<file path="config.mk">
export PLATFORM = sky130hd
export DESIGN_NAME = frame_feeder
export DESIGN_NICKNAME = d
export VERILOG_FILES = /design/src/rtl/frame_feeder.sv
export SDC_FILE = /design/constraint.sdc
export NUM_CORES = 1
export LEC_CHECK = 0
export ABC_AREA = 1
export BUFFER_PORTS_ARGS = -buffer_cell sky130_fd_sc_hd__buf_2
export CORE_UTILIZATION = 50
export CTS_CLUSTER_SIZE = 14
export DETAILED_ROUTE_END_ITERATION = 12
export HOLD_SLACK_MARGIN = 0.1
export PLACE_DENSITY = 0.76
export SLEW_MARGIN = 20
export SYNTH_ARGS = -nofsm -noshare
export SYNTH_HDL_FRONTEND = slang
export SYNTH_SLANG_ARGS = --single-unit
</file>
<file path="constraint.sdc">
create_clock -name clk -period 1.4 [get_ports clk]
set_input_delay 0.07 -clock clk [delete_from_list [all_inputs] [get_ports clk]]
set_output_delay 0.07 -clock clk [all_outputs]
set_load 0.02 [all_outputs]
</file>
<file path="src/rtl/frame_feeder.sv">
// Packs accepted upstream samples into THROUGHPUT-wide words with frame markers,
// forcing an idle gap of GAP_CYCLES after each completed or aborted frame.
//
// state | meaning
// FILL  | accepting samples (in_rdy high from the register)
// GAP   | post-frame idle, in_rdy low for GAP_CYCLES cycles
module frame_feeder #(
   parameter int NO_CH         = 16,
   parameter int LOG2_IMG_SIZE = 10,
   parameter int THROUGHPUT    = 1,
   parameter int GAP_CYCLES    = 2
) (
   input  logic             clk,
   input  logic             rst,
   input  logic             in_vld,
   input  logic [NO_CH-1:0] in_data,
   output logic             in_rdy,
   input  logic             frame_abort,
   output logic             vld_out,
   output logic [NO_CH-1:0] data_out [THROUGHPUT-1:0],
   output logic             sof_out,
   output logic             eof_out,
   output logic [15:0]      frames_done
);

   localparam logic [LOG2_IMG_SIZE-1:0] LANE_MASK = LOG2_IMG_SIZE'(THROUGHPUT - 1);
   localparam logic [LOG2_IMG_SIZE-1:0] IDX_LAST  = '1;
   localparam logic [7:0]               GAP_LOAD  = 8'(GAP_CYCLES);

   typedef enum logic {FILL, GAP} state_t;

   state_t                   state;
   logic [7:0]               gap_cnt;
   logic [LOG2_IMG_SIZE-1:0] idx;
   logic [NO_CH-1:0]         staged [THROUGHPUT-1:0];
   logic                     accept;
   logic                     grp_last;
   logic                     frm_last;

   assign accept   = in_vld && in_rdy;
   // Lane position is the low bits of the sample index, since frames hold whole groups.
   assign grp_last = (idx & LANE_MASK) == LANE_MASK;
   assign frm_last = idx == IDX_LAST;

   always_ff @(posedge clk or posedge rst) begin
      if (rst) begin
         state   <= FILL;
         gap_cnt <= '0;
         in_rdy  <= 1'b0;
      end else if (frame_abort) begin
         state   <= (GAP_CYCLES == 0) ? FILL : GAP;
         gap_cnt <= GAP_LOAD;
         in_rdy  <= (GAP_CYCLES == 0);
      end else begin
         case (state)
            FILL: begin
               if (accept && frm_last && (GAP_CYCLES != 0)) begin
                  state   <= GAP;
                  gap_cnt <= GAP_LOAD;
                  in_rdy  <= 1'b0;
               end else begin
                  in_rdy <= 1'b1;
               end
            end
            GAP: begin
               if (gap_cnt <= 8'd1) begin
                  state  <= FILL;
                  in_rdy <= 1'b1;
               end else begin
                  gap_cnt <= gap_cnt - 8'd1;
               end
            end
            default: begin
               state  <= FILL;
               in_rdy <= 1'b0;
            end
         endcase
      end
   end

   always_ff @(posedge clk or posedge rst) begin
      if (rst) begin
         idx         <= '0;
         vld_out     <= 1'b0;
         sof_out     <= 1'b0;
         eof_out     <= 1'b0;
         frames_done <= '0;
         for (int k = 0; k < THROUGHPUT; k++) begin
            staged[k]   <= '0;
            data_out[k] <= '0;
         end
      end else begin
         vld_out <= 1'b0;
         sof_out <= 1'b0;
         eof_out <= 1'b0;
         if (frame_abort) begin
            // Abort wins over a same-edge accept: that sample is dropped.
            idx <= '0;
            for (int k = 0; k < THROUGHPUT; k++) begin
               staged[k] <= '0;
            end
         end else if (accept) begin
            idx <= idx + LOG2_IMG_SIZE'(1);
            for (int k = 0; k < THROUGHPUT; k++) begin
               if ((idx & LANE_MASK) == LOG2_IMG_SIZE'(k)) begin
                  staged[k] <= in_data;
               end
            end
            if (grp_last) begin
               vld_out <= 1'b1;
               sof_out <= (idx == LANE_MASK);
               eof_out <= frm_last;
               for (int k = 0; k < THROUGHPUT; k++) begin
                  data_out[k] <= (k == THROUGHPUT - 1) ? in_data : staged[k];
               end
            end
            if (frm_last) begin
               frames_done <= frames_done + 16'd1;
            end
         end
      end
   end

endmodule

</file>
Yosys cells after proc, flatten, opt, wreduce, memory -nomap -nowiden
Index checks and enable logic that the tools add are counted.

word-level totals
  register bits after elaboration = 55
  input bits = 20
  output and inout bits = 36

operators by class
  add/sub/neg operators = 3
  $lt $le $gt $ge = 1
  equal/unequal tests = 4
  multiplexer cells = 20
  bitwise logic cells = 2
  reduce and logical (&&, ||, !) cells = 7

operators with widths
  operator                                                                  count
  8-bit 2-to-1 mux                                                          3
  10-bit 2-to-1 mux                                                         2
  16-bit by 1-bit adder with 16-bit output (second input constant)          1
  8-bit case mux with 2 select lines                                        1
  1-bit 2-to-1 mux                                                          12
  10-bit by 1-bit adder with 10-bit output (second input constant)          1
  10-bit == test (second input constant)                                    1
  10-bit logical NOT                                                        1
  8-bit by 1-bit <= comparator with 1-bit output (second input constant)    1
  8-bit by 1-bit subtractor with 8-bit output (second input constant)       1
  3-bit inequality test (second input constant)                             2
  1-bit case mux with 2 select lines                                        2
  2-bit AND reduction                                                       2
  3-bit by 2-bit inequality test with 1-bit output (second input constant)  1
  3-bit AND reduction                                                       1
  1-bit logical AND                                                         2
  1-bit NOT                                                                 2
  2-bit nonzero test                                                        1

Logic depth before layout (Yosys ltp)
Gate-level depths: netlist (run 1).

  depth in word-level cells = 5
  gate-level depth with buffers = 9

Least setup slack after synthesis (run 1)
Ideal clock, no wire load.

  path kind = reg2reg
  start = register frames_done[1]
  end = register frames_done[8]
  setup time = 117 ps
  arrival = 1382 ps
  required time = 1283 ps
  path slack = -99 ps
  cell stages (with the launch flop) = 8
  path buffers = 0
  period minus slack after synthesis = 1499 ps
  cell sequence = dfrtp_1 ha_1 nand2_1 nor2_1 nand2_1 xnor2_1 nand2_1 nand2_1

between the ends
  word-level cells in the longest chain between the ends = 1

RTL lines
  item                                      RTL line  text
  start: declaration                        23        output logic [15:0] frames_done
  start signal: assignment                  118       frames_done <= frames_done + 16'd1;
  16-bit by 1-bit adder with 16-bit output  118

No other way between the ends.
A chain may end at the register's enable or synchronous reset.

Final worst setup path (run 1)
  start = register idx[1]
  end = register gap_cnt[5]

between the ends
  word-level cells in the longest chain between the ends = 4

RTL lines
  item                                    RTL line  text
  start: declaration                      34        logic [LOG2_IMG_SIZE-1:0] idx;
  start signal: assignment                103       idx <= idx + LOG2_IMG_SIZE'(1);
  10-bit == test                          43        assign frm_last = idx == IDX_LAST;
  1-bit logical AND                       57        if (accept && frm_last && (GAP_CYCLES != 0)) begin
  3-bit inequality test (no source line)  -
  2-bit AND reduction (no source line)    -
  end signal: assignment                  70        gap_cnt <= gap_cnt - 8'd1;
  end: declaration                        33        logic [7:0] gap_cnt;

No other way between the ends.

==> flow_summary.yaml, run 1 <==
place:
  place_worst_setup_slack_ns: -0.04545
  dp.cells: 513
  place_congestion: 0.8480
  dp.final_hpwl_um: 4688
  io_buffers: 55
floorplanning:
  fp.dieH_um: 77.90
  rows: 27
  die_w_um: 77.90
  start_util_pct: 51.99
  core_um2: 5540
  die_area_um2: 6068
  io_pins: 56
setup_path:
  slowest_stage: "dfrtp_1"
  cp.arrival_ns: 1.72
  cp_data_required_time_ns: 1.65
  cp-end-kind: "flop"
  path_cells: "ha_2 > nand3_2 > nor2_4 > nand3_4 > a21oi_4 > nand2_1 > nand2_1"
  crit_top_cell: "nand2_1"
  crit_type: "flop to flop"
  critPathMaxStageDelay_ns: 0.36
  critPathMaxFanout: 7
  start_kind: "flop"
grt:
  grt_pass1_vias: 2658
  grtUsageTotal_pct: 24.67
  grt_pass1_wl_um: 11740
  gr-total-overflow: 0
  grt_start_max_net_pins: 56
  antenna_found_initial: 0
clock_tree:
  cts.sinks: 55
  clock_path_buffers: 2
  root_buffer: "clkbuf_8"
  cts_tree: "built"
  numCtsBuffers: 5
  clkLatencyLatePin_ns: 0.31
  clk_pin_slew_ns: 0.09
  htree_levels: 2
yosys:
  synth_seq_cells: 55
  synth.distinct_cells: 29
  syn_area_per_cell_um2: 7.722
  yosysTopAreaCell: "dfrtp_1"
  synth_top_area_share_pct: 47.78
  synthCells: 373
  syn_nets: 398
  ys_warn_count: 0
  seq_area_frac_synth_pct: 47.78
  syn_area_um2: 2880
  synth.area.top_cells: "dfrtp_1 (48%), nand2_1 (20%), inv_1 (4.6%)"
timing:
  post-route-min-period_ns: 1.464
  fin_tns_setup_ns: -0.7516
  slew_headroom_pct: 75.23
  worst_pin_slew_ns: 0.3701
  finalSetupViolations: 25
  maxSlewViolCount: 0
  fin_ws_ns: -0.06411
  rsz0062_at_grt: "yes"
  whs_ns: 0.2164
  hold_viol_final: 0
  period_share_pct: 104.6
  worst_clock_skew_ns: 0.008447
  fmax_mhz: 683.0
detailed_routing:
  wl_per_cell_um: 12.51
  dr.pass1.iters: 4
  drc_errors: 0
  wl_um: 6803
  drt_iter0_markers: 174
  drtAntennaViolNets: 0
  viasPerCell: 5.064
  routed-via-count: 2755
hold_path:
  hold_class: "input port to flop"
cells_and_area:
  areaGrowthSynthToFinish_pct: 32.10
  post-route-util_pct: 68.68
  fin_cells: 544
  drive_gt1_share_pct: 26.91
  antenna_cells: 0
  final_nets: 496
power_and_ir_drop:
  p_leak_nw: 1.937
  max-vdd-ir-drop_uv: 887.1
  p_per_area_nw_per_um2: 1354
flow_run:
  drv_cap: 0
run_status:
  status: "finished, violations left"
  violations: "setup timing"
-- where the power goes --
group	switching (W)	internal, W
registers	0.000246	0.00197
logic	0.00130	0.000804
clock network	0.000481	0.000352
total	0.00203	0.00312
-- Yosys cell counts --
master     n
nor2_1    34
nor2_4     3
o22ai_1    1
nand3_1   23
a21oi_1    9
nand4_4    1
or2_2      1
a21oi_4    1
nor3_1     5
nor2_2     2
buf_2      2
dfrtp_1   55
buf_4      2
nand3_2    1
nor4_1     1
nand2_4    1
inv_1     35
xnor2_1    5
inv_2      1
xor2_1     5
nand4_1    9
nand2_1  151
o21ai_2    3
inv_4      1
o21ai_0   12
nand2_2    2
ha_1       5
buf_6      1
nand3_4    1
-- logic make-up after synthesis --
| family | share of synthesized area (%) |
|---|---|
| simple gates | 35.49 |
| flops | 47.78 |
| buf+inv | 6.169 |
| compound gates | 5.344 |
| xor+xnor | 3.041 |
| fa+ha+maj | 2.172 |
-- sequential cells by signal, indices dropped and copies added (netlist names) --
| name | count |
|---|---|
| data_out | 16 |
| sof_out | 1 |
| state | 1 |
| vld_out | 1 |
| eof_out | 1 |
| frames_done | 16 |
| gap_cnt | 8 |
| idx | 10 |
| in_rdy | 1 |
-- worst max-delay path, delay by kind of cell (launching register included) --
| family | cells | cell delay, ns |
|---|---|---|
| adder cells (fa/ha/maj) | 1 | 0.19 |
| AND/OR/NAND/NOR | 5 | 0.59 |
| AO/OA/AOI/OAI | 1 | 0.26 |
| flip-flops | 1 | 0.36 |
-- final cells by class --
| class | instances | area, µm² |
|---|---|---|
| inverters | 37 | 153.9 |
| well taps | 72 | 90.09 |
| flip-flops and latches | 55 | 1379 |
| clock inverters | 1 | 5.005 |
| multi-input cells | 276 | 1440 |
| fillers | 480 | 1735 |
| repair buffers | 96 | 660.6 |
| clock buffers | 7 | 76.32 |
-- what timing repair did --
item / CTS / global route
gates resized for setup: 13 / 21
hold buffers: 18 / 0
hold endpoints to repair: 73 / 0
pin swaps: 8 / 5
setup endpoints to repair: 23 / 33
setup buffers: 4 / 1
-- per-stage QoR --
| stage | area [µm²] | total power [W] |
|---|---|---|
| 6_report | 3805 | 0.005150 |
| 4_1_cts | 3727 | 0.005122 |
| 3_5_place_dp | 3396 | 0.004200 |
| 2_1_floorplan | 2907 | 0.003505 |
| 5_1_grt | 3805 | 0.005547 |
| 3_3_place_gp | 3396 | 0.004113 |
-- cell usage in the layout (no fill, tap or decap), drive strengths merged, types with 2 or more instances in the layout --
cell type	n
a21oi	10
buf	78
clkbuf	7
clkinvlp	2
dfrtp	55
dlygate4sd3	18
ha	5
inv	35
nand2	154
nand3	25
nand4	10
nor2	39
nor3	5
o21ai	15
xnor2	5
xor2	5
-- worst paths after layout --
kind | start | to | slack [ns] | depth (start not counted)
max | idx[1]$_DFFE_PP0P_ | gap_cnt[5]$_DFFE_PP0P_ | -0.06 | 7
min in group asynchronous | rst | gap_cnt[2]$_DFFE_PP0P_ | 0.38 | 4
min reg2reg | data_out[15]$_DFFE_PP0P_ | data_out[15]$_DFFE_PP0P_ | 0.47 | 2
max reg2reg | idx[1]$_DFFE_PP0P_ | gap_cnt[5]$_DFFE_PP0P_ | -0.06 | 7
min | in_vld | idx[8]$_DFFE_PP0P_ | 0.22 | 5
max in group asynchronous | rst | frames_done[1]$_DFFE_PP0P_ | 0.77 | 4
-- routing by layer --
metal | vias to the layer above | GRT usage (%) | share of wire [%]
li1 | 1371 | - | -
met1 | 1284 | 31.34 | 43
met2 | 92 | 43.27 | 50
met3 | 8 | 3.882 | 5.7
met4 | 0 | 7.407 | 1.2
met5 | - | 0 | 0
Note: power is estimated with default switching activity, not from simulation.
==> inputs of run 2 (changes only) <==
--- a/config.mk
+++ b/config.mk
@@ -12,5 +12,5 @@
 export DETAILED_ROUTE_END_ITERATION = 12
 export HOLD_SLACK_MARGIN = 0.1
-export PLACE_DENSITY = 0.76
+export PLACE_DENSITY_LB_ADDON = 0.15
 export SLEW_MARGIN = 20
 export SYNTH_ARGS = -nofsm -noshare
==> constraint.sdc (replaced) <==
create_clock -name clk -period 1.4 [get_ports clk]
set_input_delay 0.21 -clock clk [delete_from_list [all_inputs] [get_ports clk]]
set_output_delay 0.21 -clock clk [all_outputs]
set_load 0.02 [all_outputs]
==> flow_summary.yaml, run 2 (synthesized netlist as in run 1, its figures left out) <==
run_status:
  status: "finished, violations left"
  violations: "setup timing"
power_and_ir_drop:
  max-vdd-ir-drop_uv: 1132
  p_per_area_nw_per_um2: 1400
  p_int_w: 0.003206
  p_leak_nw: 1.972
  seqPwrFrac_pct: 41.0
  pwr-share-comb_pct: 41.9
  p_sw_share_pct: 40.06
  clockPowerShare_pct: 17.1
  power.total_w: 0.005349
  p_switching_w: 0.002143
setup_path:
  cp.arrival_ns: 1.69
  critPathMaxStageDelay_ns: 0.37
  endpoint: "frames_done[6]$_DFFE_PP0P_"
  reg2reg_depth: 7
  start_kind: "flop"
  r2r-end: "frames_done[6]$_DFFE_PP0P_"
  crit_type: "flop to flop"
  reg2reg_slack_ns: -0.08
  cp-end-kind: "flop"
  cp-startpoint: "idx[1]$_DFFE_PP0P_"
  slowest_stage: "dfrtp_1"
  critPathMaxFanout: 6
  cp_data_required_time_ns: 1.61
  path_cells: "ha_2 > nand3_4 > nor2_4 > nand4_4 > buf_4 > nand2_1 > o21ai_2"
  r2r_start: "idx[1]$_DFFE_PP0P_"
clock_tree:
  cts.sinks: 55
  root_buffer: "clkbuf_8"
  htree_levels: 2
  clk_pin_slew_ns: 0.11
  clock_path_buffers: 2
  cts_tree: "built"
  numCtsBuffers: 5
  clkLatencyLatePin_ns: 0.31
timing:
  post-route-min-period_ns: 1.476
  fmax_mhz: 677.6
  worst_pin_slew_ns: 0.3977
  rsz0062_at_grt: "yes"
  period_share_pct: 105.4
  worst_clock_skew_ns: 0.007871
  slew_headroom_pct: 73.29
  hold_viol_final: 0
  finalSetupViolations: 24
  maxSlewViolCount: 0
  fin_ws_ns: -0.07584
detailed_routing:
  routed-via-count: 2705
  drtAntennaViolNets: 0
  wl_um: 6635
  drc_errors: 0
  drt_iter0_markers: 154
  viasPerCell: 4.945
  wl_per_cell_um: 12.13
  dr.pass1.iters: 4
cells_and_area:
  fin_cells: 547
  multi_input_comb_area_um2: 1431
  seqCellArea_um2: 1379
  drive_gt1_share_pct: 27.58
  final_common_cell: "nand2_1"
  areaGrowthSynthToFinish_pct: 32.62
  fillers: 483
  layout_common_cells: "nand2_1 (142), buf_2 (55), dfrtp_1 (53)"
  final_nets: 499
  reg.largest.list: "data_out x16, frames_done x16, idx x10"
  antenna_cells: 0
  design_area_um2: 3820
grt:
  grt_pass1_vias: 2608
  gr-total-overflow: 0
  grtUsageTotal_pct: 23.50
  grt_pass1_wl_um: 11360
  grt_start_max_net_pins: 56
  antenna_found_initial: 0
floorplanning:
  die_w_um: 77.90
  io_pins: 56
  rows: 27
  core_um2: 5540
  fp.dieH_um: 77.90
  start_util_pct: 51.99
  die_area_um2: 6068
place:
  io_buffers: 55
  dp.cells: 517
  place_area_um2: 3413
  dp.final_hpwl_um: 4495
  place_worst_setup_slack_ns: -0.04708
  place_congestion: 0.8132
flow_run:
  drv_cap: 0
hold_path:
  hold_class: "input port to flop"
## run 2: worst min path at each step
stage | depth (start not counted) | from | endpoint
2_1_floorplan | 1 | rst | data_out[0]$_DFFE_PP0P_
6_report | 3 | in_data[15] | data_out[15]$_DFFE_PP0P_
3_3_place_gp | 3 | rst | frames_done[7]$_DFFE_PP0P_
4_1_cts | 3 | in_data[15] | data_out[15]$_DFFE_PP0P_
5_1_grt | 3 | in_data[15] | data_out[15]$_DFFE_PP0P_
3_5_place_dp | 3 | rst | frames_done[7]$_DFFE_PP0P_
## run 2: final cells by class
class                   instances  area share, %
clock buffers                   5          1.802
well taps                      72          2.358
clock inverters                 3         0.6551
flip-flops and latches         55          36.10
repair buffers                 99          17.59
multi-input cells             276          37.47
inverters                      37          4.029
## run 2: through the flow
| stage | util (%) | hold slack, ns | TNS [ns] |
|---|---|---|---|
| 6_report | 68.95 | 0.1062 | -0.8567 |
| 5_1_grt | 68.95 | 0.1017 | -3.578 |
| 4_1_cts | 66.69 | 0.1001 | -0.6149 |
| 3_5_place_dp | 61.61 | 0.3111 | -0.4887 |
| 3_3_place_gp | 61.61 | 0.3068 | 0 |
| 2_1_floorplan | - | 0.2821 | 0 |
## run 2: power groups by stage
| stage | clock network (W) | registers (W) | logic, W |
|---|---|---|---|
| floorplan | 0 | 0.00253 | 0.000971 |
| global placement | 0 | 0.00221 | 0.00196 |
| detailed placement | 0 | 0.00221 | 0.00202 |
| CTS | 0.000940 | 0.00219 | 0.00212 |
| global route | 0.00100 | 0.00225 | 0.00247 |
| finish | 0.000915 | 0.00219 | 0.00224 |
## run 2: repair_timing
action / in CTS / in global routing
hold buffers: 14 / 1
setup endpoints to repair: 23 / 32
buffers inserted: 4 / 3
pin swaps: 4 / 11
resized for setup: 5 / 26
endpoints found under the hold margin: 68 / 1
## run 2: per-layer routing
metal  vias up  part of all wire, %  GRT usage, %
li1       1373                    -             -
met1      1264                   44         27.96
met2        60                   51         43.36
met3         8                  3.5         3.882
met4         0                  1.3         6.667
met5         -                    0             0
## run 2: critical path, delay by kind of cell (launching register included)
| kind | cells | cell delay [ns] |
|---|---|---|
| flip-flops | 1 | 0.37 |
| buffers and inverters | 1 | 0.21 |
| AO/OA/AOI/OAI | 1 | 0.05 |
| adder cells (fa/ha/maj) | 1 | 0.22 |
| AND/OR/NAND/NOR | 4 | 0.52 |
